### src/rtl/dcache_mshr_ctrl_pkg.sv
// Shared encodings and command-FIFO entry layout for the data-cache miss controller.
package dcache_mshr_ctrl_pkg;

   localparam int unsigned ADDR_W       = 64;
   localparam int unsigned DATA_W       = 64;
   localparam int unsigned MTAG_W       = 4;
   localparam int unsigned LINE_W       = 29;
   localparam int unsigned DEF_IDX_BITS = 7;
   localparam int unsigned DEF_TAG_BITS = 22;
   localparam int unsigned ENT_PR_W     = 7;
   localparam int unsigned ENT_AR_W     = 5;

   typedef enum logic [1:0] {
      BUS_NONE  = 2'd0,
      BUS_LOAD  = 2'd1,
      BUS_STORE = 2'd2
   } bus_cmd_e;

   typedef struct packed {
      bus_cmd_e                cmd;
      logic [ADDR_W-1:0]       addr;
      logic [DATA_W-1:0]       data;
      logic [ENT_PR_W-1:0]     pr;
      logic [ENT_AR_W-1:0]     ar;
   } cmd_entry_t;

   // Cache-line address (addr[31:3]) used for store/load hazard matching.
   function automatic logic [LINE_W-1:0] line_of(input logic [ADDR_W-1:0] a);
      return a[31:3];
   endfunction

endpackage

### src/rtl/dcache_mshr_ctrl_if.sv
// Tagged data-memory bus between the miss controller (master) and memory (slave).
interface dcache_mshr_ctrl_if;

   logic [1:0]  proc2Dmem_command;
   logic [63:0] proc2Dmem_addr;
   logic [63:0] proc2Dmem_data;
   logic [3:0]  Dmem2proc_response;
   logic [63:0] Dmem2proc_data;
   logic [3:0]  Dmem2proc_tag;

   modport master (
      output proc2Dmem_command, proc2Dmem_addr, proc2Dmem_data,
      input  Dmem2proc_response, Dmem2proc_data, Dmem2proc_tag
   );

   modport slave (
      input  proc2Dmem_command, proc2Dmem_addr, proc2Dmem_data,
      output Dmem2proc_response, Dmem2proc_data, Dmem2proc_tag
   );

endinterface

### src/rtl/dcache_cmd_fifo.sv
// In-order command FIFO with occupancy count and a per-entry pending-store line match vector.
module dcache_cmd_fifo
   import dcache_mshr_ctrl_pkg::*;
#(
   parameter  int unsigned DEPTH = 16,
   localparam int unsigned PTR_W = $clog2(DEPTH),
   localparam int unsigned CNT_W = PTR_W + 1
) (
   input  logic              clock,
   input  logic              reset,
   input  logic              i_push,
   input  cmd_entry_t        i_push_entry,
   input  logic              i_pop,
   input  logic [LINE_W-1:0] i_match_line,
   output cmd_entry_t        o_head,
   output logic [CNT_W-1:0]  o_count,
   output logic              o_full,
   output logic              o_empty,
   output logic [DEPTH-1:0]  o_st_match
);

   cmd_entry_t       r_mem [DEPTH];
   logic [DEPTH-1:0] r_vld;
   logic [PTR_W-1:0] r_head;
   logic [PTR_W-1:0] r_tail;
   logic [CNT_W-1:0] r_count;
   logic             w_push;
   logic             w_pop;

   assign o_full  = (r_count == CNT_W'(DEPTH));
   assign o_empty = (r_count == '0);
   assign o_count = r_count;
   assign o_head  = r_mem[r_head];
   assign w_push  = i_push & ~o_full;
   assign w_pop   = i_pop & ~o_empty;

   always_ff @(posedge clock) begin
      if (reset) begin
         r_head  <= '0;
         r_tail  <= '0;
         r_count <= '0;
         r_vld   <= '0;
      end else begin
         if (w_push) begin
            r_vld[r_tail] <= 1'b1;
            r_tail        <= r_tail + PTR_W'(1);
         end
         if (w_pop) begin
            r_vld[r_head] <= 1'b0;
            r_head        <= r_head + PTR_W'(1);
         end
         case ({w_push, w_pop})
            2'b10:   r_count <= r_count + CNT_W'(1);
            2'b01:   r_count <= r_count - CNT_W'(1);
            default: r_count <= r_count;
         endcase
      end
   end

   always_ff @(posedge clock) begin
      if (w_push) r_mem[r_tail] <= i_push_entry;
   end

   // Flags every live store whose line equals the lookup line (blocks stale hits).
   always_comb begin
      o_st_match = '0;
      for (int i = 0; i < int'(DEPTH); i++) begin
         o_st_match[i] = r_vld[i] && (r_mem[i].cmd == BUS_STORE) &&
                         (line_of(r_mem[i].addr) == i_match_line);
      end
   end

endmodule

### src/rtl/dcache_mshr_ctrl.sv
// Non-blocking write-through data-cache miss controller with tagged fill table and halt drain.
// Optional saturating performance counters when DCACHE_PERF_CNT_EN is defined.
module dcache_mshr_ctrl
   import dcache_mshr_ctrl_pkg::*;
#(
   parameter  int unsigned Q_DEPTH  = 16,
   parameter  int unsigned MEM_TAGS = 15,
   parameter  int unsigned IDX_BITS = DEF_IDX_BITS,
   parameter  int unsigned TAG_BITS = DEF_TAG_BITS,
   parameter  int unsigned PR_BITS  = 7,
   parameter  int unsigned AR_BITS  = 5,
   localparam int unsigned CNT_W    = $clog2(Q_DEPTH) + 1,
   localparam int unsigned NT       = 1 << MTAG_W
) (
   input  logic                 clock,
   input  logic                 reset,
   input  logic                 lsq_rd_mem,
   input  logic [63:0]          lsq_addr,
   input  logic [PR_BITS-1:0]   lsq_pr,
   input  logic [AR_BITS-1:0]   lsq_ar,
   output logic                 lsq_load_ack,
   input  logic                 rob_wr_mem,
   input  logic [63:0]          rob_st_addr,
   input  logic [63:0]          rob_st_data,
   output logic                 req_stall,
   output logic [IDX_BITS-1:0]  dcache_rd_idx,
   output logic [TAG_BITS-1:0]  dcache_rd_tag,
   input  logic                 cachemem_valid,
   input  logic [63:0]          cachemem_data,
   dcache_mshr_ctrl_if.master   mem,
   output logic                 dcache_wr_en0,
   output logic [IDX_BITS-1:0]  dcache_wr_idx0,
   output logic [TAG_BITS-1:0]  dcache_wr_tag0,
   output logic [63:0]          dcache_wr_data0,
   output logic                 dcache_wr_en1,
   output logic [IDX_BITS-1:0]  dcache_wr_idx1,
   output logic [TAG_BITS-1:0]  dcache_wr_tag1,
   output logic [63:0]          dcache_wr_data1,
   output logic                 cdb_load_en,
   output logic [PR_BITS-1:0]   cdb_pr,
   output logic [AR_BITS-1:0]   cdb_ar,
   output logic [63:0]          cdb_data,
   input  logic                 rob_halt,
   output logic                 halt_done
`ifdef DCACHE_PERF_CNT_EN
   ,
   output logic [31:0]          perf_hits,
   output logic [31:0]          perf_misses,
   output logic [31:0]          perf_stores,
   output logic [31:0]          perf_cdb_conflicts
`endif
);

   function automatic logic tag_usable(input logic [MTAG_W-1:0] t);
      return (t != '0) && (32'(t) <= MEM_TAGS);
   endfunction

   // Outstanding-load table, indexed by memory tag; entry 0 never allocates.
   logic [NT-1:0]       r_occ;
   logic [NT-1:0]       r_nowrite;
   logic [IDX_BITS-1:0] r_t_idx [NT];
   logic [TAG_BITS-1:0] r_t_tag [NT];
   logic [PR_BITS-1:0]  r_t_pr  [NT];
   logic [AR_BITS-1:0]  r_t_ar  [NT];
   logic                r_halted;

   cmd_entry_t          w_head;
   cmd_entry_t          w_head_g;
   cmd_entry_t          w_push_entry;
   logic [CNT_W-1:0]    w_count;
   logic                w_full;
   logic                w_empty;
   logic [Q_DEPTH-1:0]  w_st_match;
   logic [MTAG_W-1:0]   w_resp;
   logic [MTAG_W-1:0]   w_rtag;
   logic                w_fill;
   logic                w_st_haz;
   logic                w_hit_ok;
   logic                w_hit;
   logic                w_conflict;
   logic                w_st_acc;
   logic                w_ld_miss;
   logic                w_push;
   logic                w_pop;
   logic                w_pop_ld;
   logic                w_pop_st;
   logic [IDX_BITS-1:0] w_st_idx;
   logic [TAG_BITS-1:0] w_st_tag;

   dcache_cmd_fifo #(.DEPTH(Q_DEPTH)) u_fifo (
      .clock        (clock),
      .reset        (reset),
      .i_push       (w_push),
      .i_push_entry (w_push_entry),
      .i_pop        (w_pop),
      .i_match_line (line_of(lsq_addr)),
      .o_head       (w_head),
      .o_count      (w_count),
      .o_full       (w_full),
      .o_empty      (w_empty),
      .o_st_match   (w_st_match)
   );

   assign dcache_rd_idx = lsq_addr[IDX_BITS+2:3];
   assign dcache_rd_tag = lsq_addr[IDX_BITS+3 +: TAG_BITS];

   assign w_resp   = mem.Dmem2proc_response;
   assign w_rtag   = mem.Dmem2proc_tag;
   assign w_head_g = w_empty ? '0 : w_head;
   assign w_st_idx = w_head_g.addr[IDX_BITS+2:3];
   assign w_st_tag = w_head_g.addr[IDX_BITS+3 +: TAG_BITS];

   // Request acceptance: stores beat load misses; a returning fill owns the CDB.
   always_comb begin
      w_fill       = tag_usable(w_rtag) && r_occ[w_rtag];
      w_st_haz     = |w_st_match;
      w_hit_ok     = lsq_rd_mem & cachemem_valid & ~w_st_haz & ~r_halted;
      w_hit        = w_hit_ok & ~w_fill;
      w_conflict   = w_hit_ok & w_fill;
      req_stall    = w_full | r_halted;
      w_st_acc     = rob_wr_mem & ~req_stall;
      w_ld_miss    = lsq_rd_mem & ~(cachemem_valid & ~w_st_haz) & ~w_full & ~w_st_acc & ~r_halted;
      lsq_load_ack = w_hit | w_ld_miss;
      w_push       = w_st_acc | w_ld_miss;
      w_push_entry = '0;
      if (w_st_acc) begin
         w_push_entry.cmd  = BUS_STORE;
         w_push_entry.addr = rob_st_addr;
         w_push_entry.data = rob_st_data;
      end else begin
         w_push_entry.cmd  = BUS_LOAD;
         w_push_entry.addr = lsq_addr;
         w_push_entry.pr   = ENT_PR_W'(lsq_pr);
         w_push_entry.ar   = ENT_AR_W'(lsq_ar);
      end
      w_pop    = ~w_empty & (w_resp != '0);
      w_pop_ld = w_pop & (w_head_g.cmd == BUS_LOAD) & tag_usable(w_resp);
      w_pop_st = w_pop & (w_head_g.cmd == BUS_STORE);
   end

   assign mem.proc2Dmem_command = w_head_g.cmd;
   assign mem.proc2Dmem_addr    = w_head_g.addr;
   assign mem.proc2Dmem_data    = w_head_g.data;

   assign dcache_wr_en1   = w_pop_st;
   assign dcache_wr_idx1  = w_st_idx;
   assign dcache_wr_tag1  = w_st_tag;
   assign dcache_wr_data1 = w_head_g.data;

   // A store writing the same set this cycle overrides the fill on port 0.
   assign dcache_wr_en0   = w_fill & ~r_nowrite[w_rtag] & ~(w_pop_st & (w_st_idx == r_t_idx[w_rtag]));
   assign dcache_wr_idx0  = w_fill ? r_t_idx[w_rtag] : '0;
   assign dcache_wr_tag0  = w_fill ? r_t_tag[w_rtag] : '0;
   assign dcache_wr_data0 = w_fill ? mem.Dmem2proc_data : '0;

   assign cdb_load_en = w_fill | w_hit;
   assign cdb_pr      = w_fill ? r_t_pr[w_rtag] : (w_hit ? lsq_pr : '0);
   assign cdb_ar      = w_fill ? r_t_ar[w_rtag] : (w_hit ? lsq_ar : '0);
   assign cdb_data    = w_fill ? mem.Dmem2proc_data : (w_hit ? cachemem_data : '0);

   assign halt_done = r_halted & (w_count == '0) & ~|r_occ;

   // Free on fill before allocating so a tag may recycle in one cycle.
   always_ff @(posedge clock) begin
      if (reset) begin
         r_occ     <= '0;
         r_nowrite <= '0;
         r_halted  <= 1'b0;
      end else begin
         if (rob_halt) r_halted <= 1'b1;
         if (w_fill) r_occ[w_rtag] <= 1'b0;
         if (w_pop_st) begin
            for (int i = 0; i < int'(NT); i++) begin
               if (r_occ[i] && (r_t_idx[i] == w_st_idx) && (r_t_tag[i] == w_st_tag))
                  r_nowrite[i] <= 1'b1;
            end
         end
         if (w_pop_ld) begin
            assert (!r_occ[w_resp] || (w_fill && (w_rtag == w_resp)))
               else $error("memory tag %0d allocated while still outstanding", w_resp);
            r_occ[w_resp]     <= 1'b1;
            r_nowrite[w_resp] <= 1'b0;
         end
      end
   end

   always_ff @(posedge clock) begin
      if (w_pop_ld) begin
         r_t_idx[w_resp] <= w_st_idx;
         r_t_tag[w_resp] <= w_st_tag;
         r_t_pr[w_resp]  <= PR_BITS'(w_head_g.pr);
         r_t_ar[w_resp]  <= AR_BITS'(w_head_g.ar);
      end
   end

`ifdef DCACHE_PERF_CNT_EN
   always_ff @(posedge clock) begin
      if (reset) begin
         perf_hits          <= '0;
         perf_misses        <= '0;
         perf_stores        <= '0;
         perf_cdb_conflicts <= '0;
      end else begin
         if (w_hit && (perf_hits != '1))               perf_hits          <= perf_hits + 32'd1;
         if (w_ld_miss && (perf_misses != '1))         perf_misses        <= perf_misses + 32'd1;
         if (w_st_acc && (perf_stores != '1))          perf_stores        <= perf_stores + 32'd1;
         if (w_conflict && (perf_cdb_conflicts != '1)) perf_cdb_conflicts <= perf_cdb_conflicts + 32'd1;
      end
   end
`endif

endmodule

### src/flat_wrapper.sv
// flat-port wrapper written by rule: the top's interface ports become plain ports
module dcache_mshr_ctrl_flat import dcache_mshr_ctrl_pkg::*;
#(
   parameter  int unsigned Q_DEPTH  = 16,
   parameter  int unsigned MEM_TAGS = 15,
   parameter  int unsigned IDX_BITS = DEF_IDX_BITS,
   parameter  int unsigned TAG_BITS = DEF_TAG_BITS,
   parameter  int unsigned PR_BITS  = 7,
   parameter  int unsigned AR_BITS  = 5,
   localparam int unsigned CNT_W    = $clog2(Q_DEPTH) + 1,
   localparam int unsigned NT       = 1 << MTAG_W
)
  (clock, reset, lsq_rd_mem, lsq_addr, lsq_pr, lsq_ar, lsq_load_ack, rob_wr_mem, rob_st_addr, rob_st_data, req_stall, dcache_rd_idx, dcache_rd_tag, cachemem_valid, cachemem_data, dcache_wr_en0, dcache_wr_idx0, dcache_wr_tag0, dcache_wr_data0, dcache_wr_en1, dcache_wr_idx1, dcache_wr_tag1, dcache_wr_data1, cdb_load_en, cdb_pr, cdb_ar, cdb_data, rob_halt, halt_done, mem_proc2Dmem_command, mem_proc2Dmem_addr, mem_proc2Dmem_data, mem_Dmem2proc_response, mem_Dmem2proc_data, mem_Dmem2proc_tag);
  dcache_mshr_ctrl_if mem_i ();
  input  logic clock;
  input  logic reset;
  input  logic lsq_rd_mem;
  input  logic [63:0] lsq_addr;
  input  logic [PR_BITS-1:0] lsq_pr;
  input  logic [AR_BITS-1:0] lsq_ar;
  output logic lsq_load_ack;
  input  logic rob_wr_mem;
  input  logic [63:0] rob_st_addr;
  input  logic [63:0] rob_st_data;
  output logic req_stall;
  output logic [IDX_BITS-1:0] dcache_rd_idx;
  output logic [TAG_BITS-1:0] dcache_rd_tag;
  input  logic cachemem_valid;
  input  logic [63:0] cachemem_data;
  output logic dcache_wr_en0;
  output logic [IDX_BITS-1:0] dcache_wr_idx0;
  output logic [TAG_BITS-1:0] dcache_wr_tag0;
  output logic [63:0] dcache_wr_data0;
  output logic dcache_wr_en1;
  output logic [IDX_BITS-1:0] dcache_wr_idx1;
  output logic [TAG_BITS-1:0] dcache_wr_tag1;
  output logic [63:0] dcache_wr_data1;
  output logic cdb_load_en;
  output logic [PR_BITS-1:0] cdb_pr;
  output logic [AR_BITS-1:0] cdb_ar;
  output logic [63:0] cdb_data;
  input  logic rob_halt;
  output logic halt_done;
  output wire logic [$bits(mem_i.proc2Dmem_command)-1:0] mem_proc2Dmem_command;
  output wire logic [$bits(mem_i.proc2Dmem_addr)-1:0] mem_proc2Dmem_addr;
  output wire logic [$bits(mem_i.proc2Dmem_data)-1:0] mem_proc2Dmem_data;
  input wire logic [$bits(mem_i.Dmem2proc_response)-1:0] mem_Dmem2proc_response;
  input wire logic [$bits(mem_i.Dmem2proc_data)-1:0] mem_Dmem2proc_data;
  input wire logic [$bits(mem_i.Dmem2proc_tag)-1:0] mem_Dmem2proc_tag;
  assign mem_proc2Dmem_command = mem_i.proc2Dmem_command;
  assign mem_proc2Dmem_addr = mem_i.proc2Dmem_addr;
  assign mem_proc2Dmem_data = mem_i.proc2Dmem_data;
  assign mem_i.Dmem2proc_response = mem_Dmem2proc_response;
  assign mem_i.Dmem2proc_data = mem_Dmem2proc_data;
  assign mem_i.Dmem2proc_tag = mem_Dmem2proc_tag;
  dcache_mshr_ctrl #(.Q_DEPTH(Q_DEPTH), .MEM_TAGS(MEM_TAGS), .IDX_BITS(IDX_BITS), .TAG_BITS(TAG_BITS), .PR_BITS(PR_BITS), .AR_BITS(AR_BITS)) u_core (.clock(clock), .reset(reset), .lsq_rd_mem(lsq_rd_mem), .lsq_addr(lsq_addr), .lsq_pr(lsq_pr), .lsq_ar(lsq_ar), .lsq_load_ack(lsq_load_ack), .rob_wr_mem(rob_wr_mem), .rob_st_addr(rob_st_addr), .rob_st_data(rob_st_data), .req_stall(req_stall), .dcache_rd_idx(dcache_rd_idx), .dcache_rd_tag(dcache_rd_tag), .cachemem_valid(cachemem_valid), .cachemem_data(cachemem_data), .mem(mem_i), .dcache_wr_en0(dcache_wr_en0), .dcache_wr_idx0(dcache_wr_idx0), .dcache_wr_tag0(dcache_wr_tag0), .dcache_wr_data0(dcache_wr_data0), .dcache_wr_en1(dcache_wr_en1), .dcache_wr_idx1(dcache_wr_idx1), .dcache_wr_tag1(dcache_wr_tag1), .dcache_wr_data1(dcache_wr_data1), .cdb_load_en(cdb_load_en), .cdb_pr(cdb_pr), .cdb_ar(cdb_ar), .cdb_data(cdb_data), .rob_halt(rob_halt), .halt_done(halt_done));
endmodule
### config.mk
export PLATFORM = sky130hd
export DESIGN_NAME = dcache_mshr_ctrl_flat
export DESIGN_NICKNAME = d
export VERILOG_FILES = /design/src/rtl/dcache_mshr_ctrl_pkg.sv /design/src/rtl/dcache_mshr_ctrl_if.sv /design/src/rtl/dcache_cmd_fifo.sv /design/src/rtl/dcache_mshr_ctrl.sv /design/src/flat_wrapper.sv
export SDC_FILE = /design/constraint.sdc
export NUM_CORES = 2
export LEC_CHECK = 0
export BUFFER_PORTS_ARGS = -buffer_cell sky130_fd_sc_hd__buf_2
export CORE_ASPECT_RATIO = 0.75
export CORE_UTILIZATION = 44
export DETAILED_ROUTE_END_ITERATION = 7
export PLACE_DENSITY = 0.73
export SETUP_SLACK_MARGIN = 0.02
export SYNTH_ARGS = -nofsm -noshare
export SYNTH_HDL_FRONTEND = slang
export SYNTH_SLANG_ARGS = --single-unit
### constraint.sdc
create_clock -name clock -period 16.7 [get_ports clock]
set_input_delay 0.835 -clock clock [delete_from_list [all_inputs] [get_ports clock]]
set_output_delay 0.835 -clock clock [all_outputs]
set_load 0.02 [all_outputs]
==> impl_metrics.yaml <==
global_routing:
  grt_max_degree: 151
  grt_overflow: 0
  grt_use_total_pct: 26.5
  grt_pass1_vias: 69100
  grt_pass1_wl_um: 555000
  grt_antenna_before_repair: 37
worst_setup_path:
  crit_path_start_kind: "flop"
  r2r_slack_ns: 10.02
  crit_path_max_fanout: 109
  slowest_delay_ns: 1.02
  r2r-end: "u_core.r_nowrite[13]$_SDFF_PP0_"
  crit_required_ns: 15.87
  critPathKind: "reg2out"
  cp_cell_sequence: "buf_4, buf_12, buf_4, buf_4, mux4_2, mux4_2, and2_1, buf_2"
  cp_slowest_cell: "dfxtp_4"
  rr_worst_depth: 12
  cp_common_cell: "buf_4"
  cp-end-kind: "primary output"
  crit_arrival_ns: 6.80
yosys:
  yosysWarningCount: 0
  async_flop_share_pct: 0
  synth_seq_cells: 2994
  synthFlopType: "edfxtp_1"
  yosysSeqAreaShare_pct: 68.9
  syn_area_um2: 130000
  netlist_instances: 6952
  synth_edf_count: 2928
  syn-mean-instance-area_um2: 18.6
  yosys.cell_types.count: 71
sta:
  worstMarginPinSlew_ns: 1.44
  fin_crit_sh_pct: 45.7
  clock.fmax_ghz: 0.131
  finalSetupViolCount: 0
  tns_ns: 0
  max_slew_margin_pct: 4.20
  hold_violations: 0
  maxSlewViolCount: 0
  fin_crit_ns: 7.63
  rsz0062_at_grt: "no"
  fin_worst_skew_ns: 0.0513
place:
  io_buffers: 772
  dp_hpwl_um: 255000
  dp.cells: 11200
  place_congestion: 0.986
  post_dp_cell_area_um2: 136000
die:
  row_count: 172
  initial_utilization_pct: 44.2
  fp.dieW_um: 629
  io_pins: 773
  dieArea_um2: 297000
  core_um2: 293000
  die_y_um: 472
hold_path:
  hold_depth: 3
  hold_path_class: "in2reg"
  hold_path_startpoint: "rob_halt"
  hold_end: "u_core.r_halted$_SDFFE_PP0P_"
detailed_routing:
  wl_met1_um: 160000
  routedWlPerCell_um: 34.3
  ant_nets: 0
  dr.max_layer_used: "met5"
  drc: 0
  met3_length_um: 43600
  vias_per_cell: 6.11
  dr.pass1.iters: 6
  routed-via-count: 71500
  totalWireLength_um: 402000
  drtIter0Drc: 10100
  met2_length_um: 186000
pwr:
  powerDensity_nw_per_um2: 158
  p_leak_uw: 0.0481
  power_frac_seq_pct: 40.0
  irDropWorstVdd_mv: 0.142
  p_sw_share_pct: 33.5
  p_clk_share_pct: 28.4
  power.switching_uw: 7730
  p_int_uw: 15300
  p_comb_share_pct: 31.6
clock_tree:
  h-tree-depth: 5
  clockRootBuffer: "clkbuf_16"
  cts_hold_buffers: 0
  clkTransAtPathRegs_ns: 0.06
  cts-resized-gates: 0
  cts_tree: "built"
  clock_path_buffers: 4
  clock_sinks: 2994
  insertion_delay_ns: 0.89
  cts_setup_buffers: 0
  cts_buffers: 298
final_layout:
  layout_commonest_cell: "edfxtp_1"
  final_cells: 11700
  nNetsFinal: 7911
  postLayoutCellArea_um2: 146000
  drive_gt1_share_pct: 29.2
  syn_to_final_growth_pct: 12.4
  fill_cells: 23500
  final_cell_mix: "edfxtp_1, mux4_2, buf_2"
run:
  maxCapViolations: 0
run_status:
  outcome: "complete, no violations"
-- kinds of logic (layout without fill, tap and decap cells) --
family          Yosys count  count (layout)  synth area share (%)
buf+inv                 714            1500                  3.19
other cells               1              52               0.00289
xor+xnor                941             941                  6.36
fa+ha+maj                11              11                 0.106
mux                     956             956                  15.5
compound gates          285             285                  1.54
simple gates           1050            1050                  4.41
flops                  2994            2994                  68.9
-- power by group through the flow --
stage	combinational, uW	clock (uW)	sequential, uW
after global routing	7610	6880	9230
after detailed placement	7230	0	9370
after CTS	7270	6610	9210
final	7270	6550	9210
after floorplan	5290	0	9280
after global placement	7160	0	9350
-- state kept, by name, indices dropped and copies added, names as in the netlist, named ones only --
signal	count
u_core.r_nowrite	16
u_core.u_fifo.r_vld	16
u_core.r_t_pr	112
u_core.r_t_ar	80
u_core.u_fifo.r_head	4
u_core.r_t_tag	352
u_core.u_fifo.o_count	5
u_core.u_fifo.r_mem	2272
u_core.u_fifo.r_tail	4
u_core.r_occ	16
u_core.r_halted	1
u_core.r_t_idx	112
-- Yosys cell counts (all sizes together) (16+ instances only) --
cell    number  area [um2]
and2       219        1370
inv         52         195
nor2b       16         100
dfxtp       66        1320
nor2        80         315
o21ai       30         158
mux4       838       18900
mux2        24         270
nand4      152         951
nand2      242         911
xnor2      418        3660
nand3       35         175
edfxtp    2928       87900
buf        497        3320
a22oi       29         218
o22ai       19         119
mux2i       94         941
xor2       523        4580
nor3        44         220
a21oi       52         264
nand2b      23         144
a21o        65         488
nor4       136         857
clkbuf     164         616
and3        65         407
-- per-stage QoR --
step                total power (uW)  utilization (%)  hold WS, ns  setup WS [ns]
finish                         23000             49.7        0.246           9.07
global route                   23700             49.7        0.222           8.51
CTS                            23100             49.7        0.184           8.82
detailed placement             16600             46.6        0.456           9.21
global placement               16500             46.6        0.448           9.25
floorplan                      14600                -        0.434           3.28
-- routing by layer --
| layer | GRT usage (%) | up-vias |
|---|---|---|
| met2 | 41.3 | 4543 |
| li1 | - | 28500 |
| met5 | 0 | - |
| met3 | 6.36 | 587 |
| met4 | 7.16 | 16 |
| met1 | 37.5 | 37900 |
-- critical path: cells and delay by family (launching register included) --
| family | cells | cell delay (ns) |
|---|---|---|
| buffers and inverters | 5 | 3.22 |
| muxes | 2 | 1.18 |
| DFF | 1 | 1.02 |
| and+or+nand+nor | 1 | 0.22 |
-- how the worst max path moves through the flow --
| stage | start | end | slack (ns) | cells after the start |
|---|---|---|---|---|
| floorplan | lsq_addr[14] | u_core.u_fifo.r_mem[12][0]$_DFFE_PP_ | 3.28 | 10 |
| global placement | lsq_addr[3] | u_core.u_fifo.r_mem[15][7]$_DFFE_PP_ | 9.25 | 12 |
| detailed placement | lsq_addr[3] | u_core.u_fifo.r_mem[15][3]$_DFFE_PP_ | 9.21 | 12 |
| CTS | flop | mem_proc2Dmem_data[37] | 8.82 | 8 |
| global route | flop | mem_proc2Dmem_data[37] | 8.51 | 8 |
| finish | flop | mem_proc2Dmem_data[37] | 9.07 | 8 |
-- area by class of cell --
| type | instances | area (um2) | share of cell area [%] |
|---|---|---|---|
| flip-flops and latches | 2994 | 89300 | 61.3 |
| multi-input cells | 3284 | 36800 | 25.3 |
| clock buffers | 380 | 8040 | 5.52 |
| repair buffers | 923 | 5180 | 3.56 |
| well taps | 3915 | 4900 | 3.36 |
| clock inverters | 144 | 1230 | 0.846 |
| inverters | 53 | 209 | 0.143 |
| diodes | 11 | 27.5 | 0.0189 |
No activity file was read; power rests on OpenSTA's default activity.
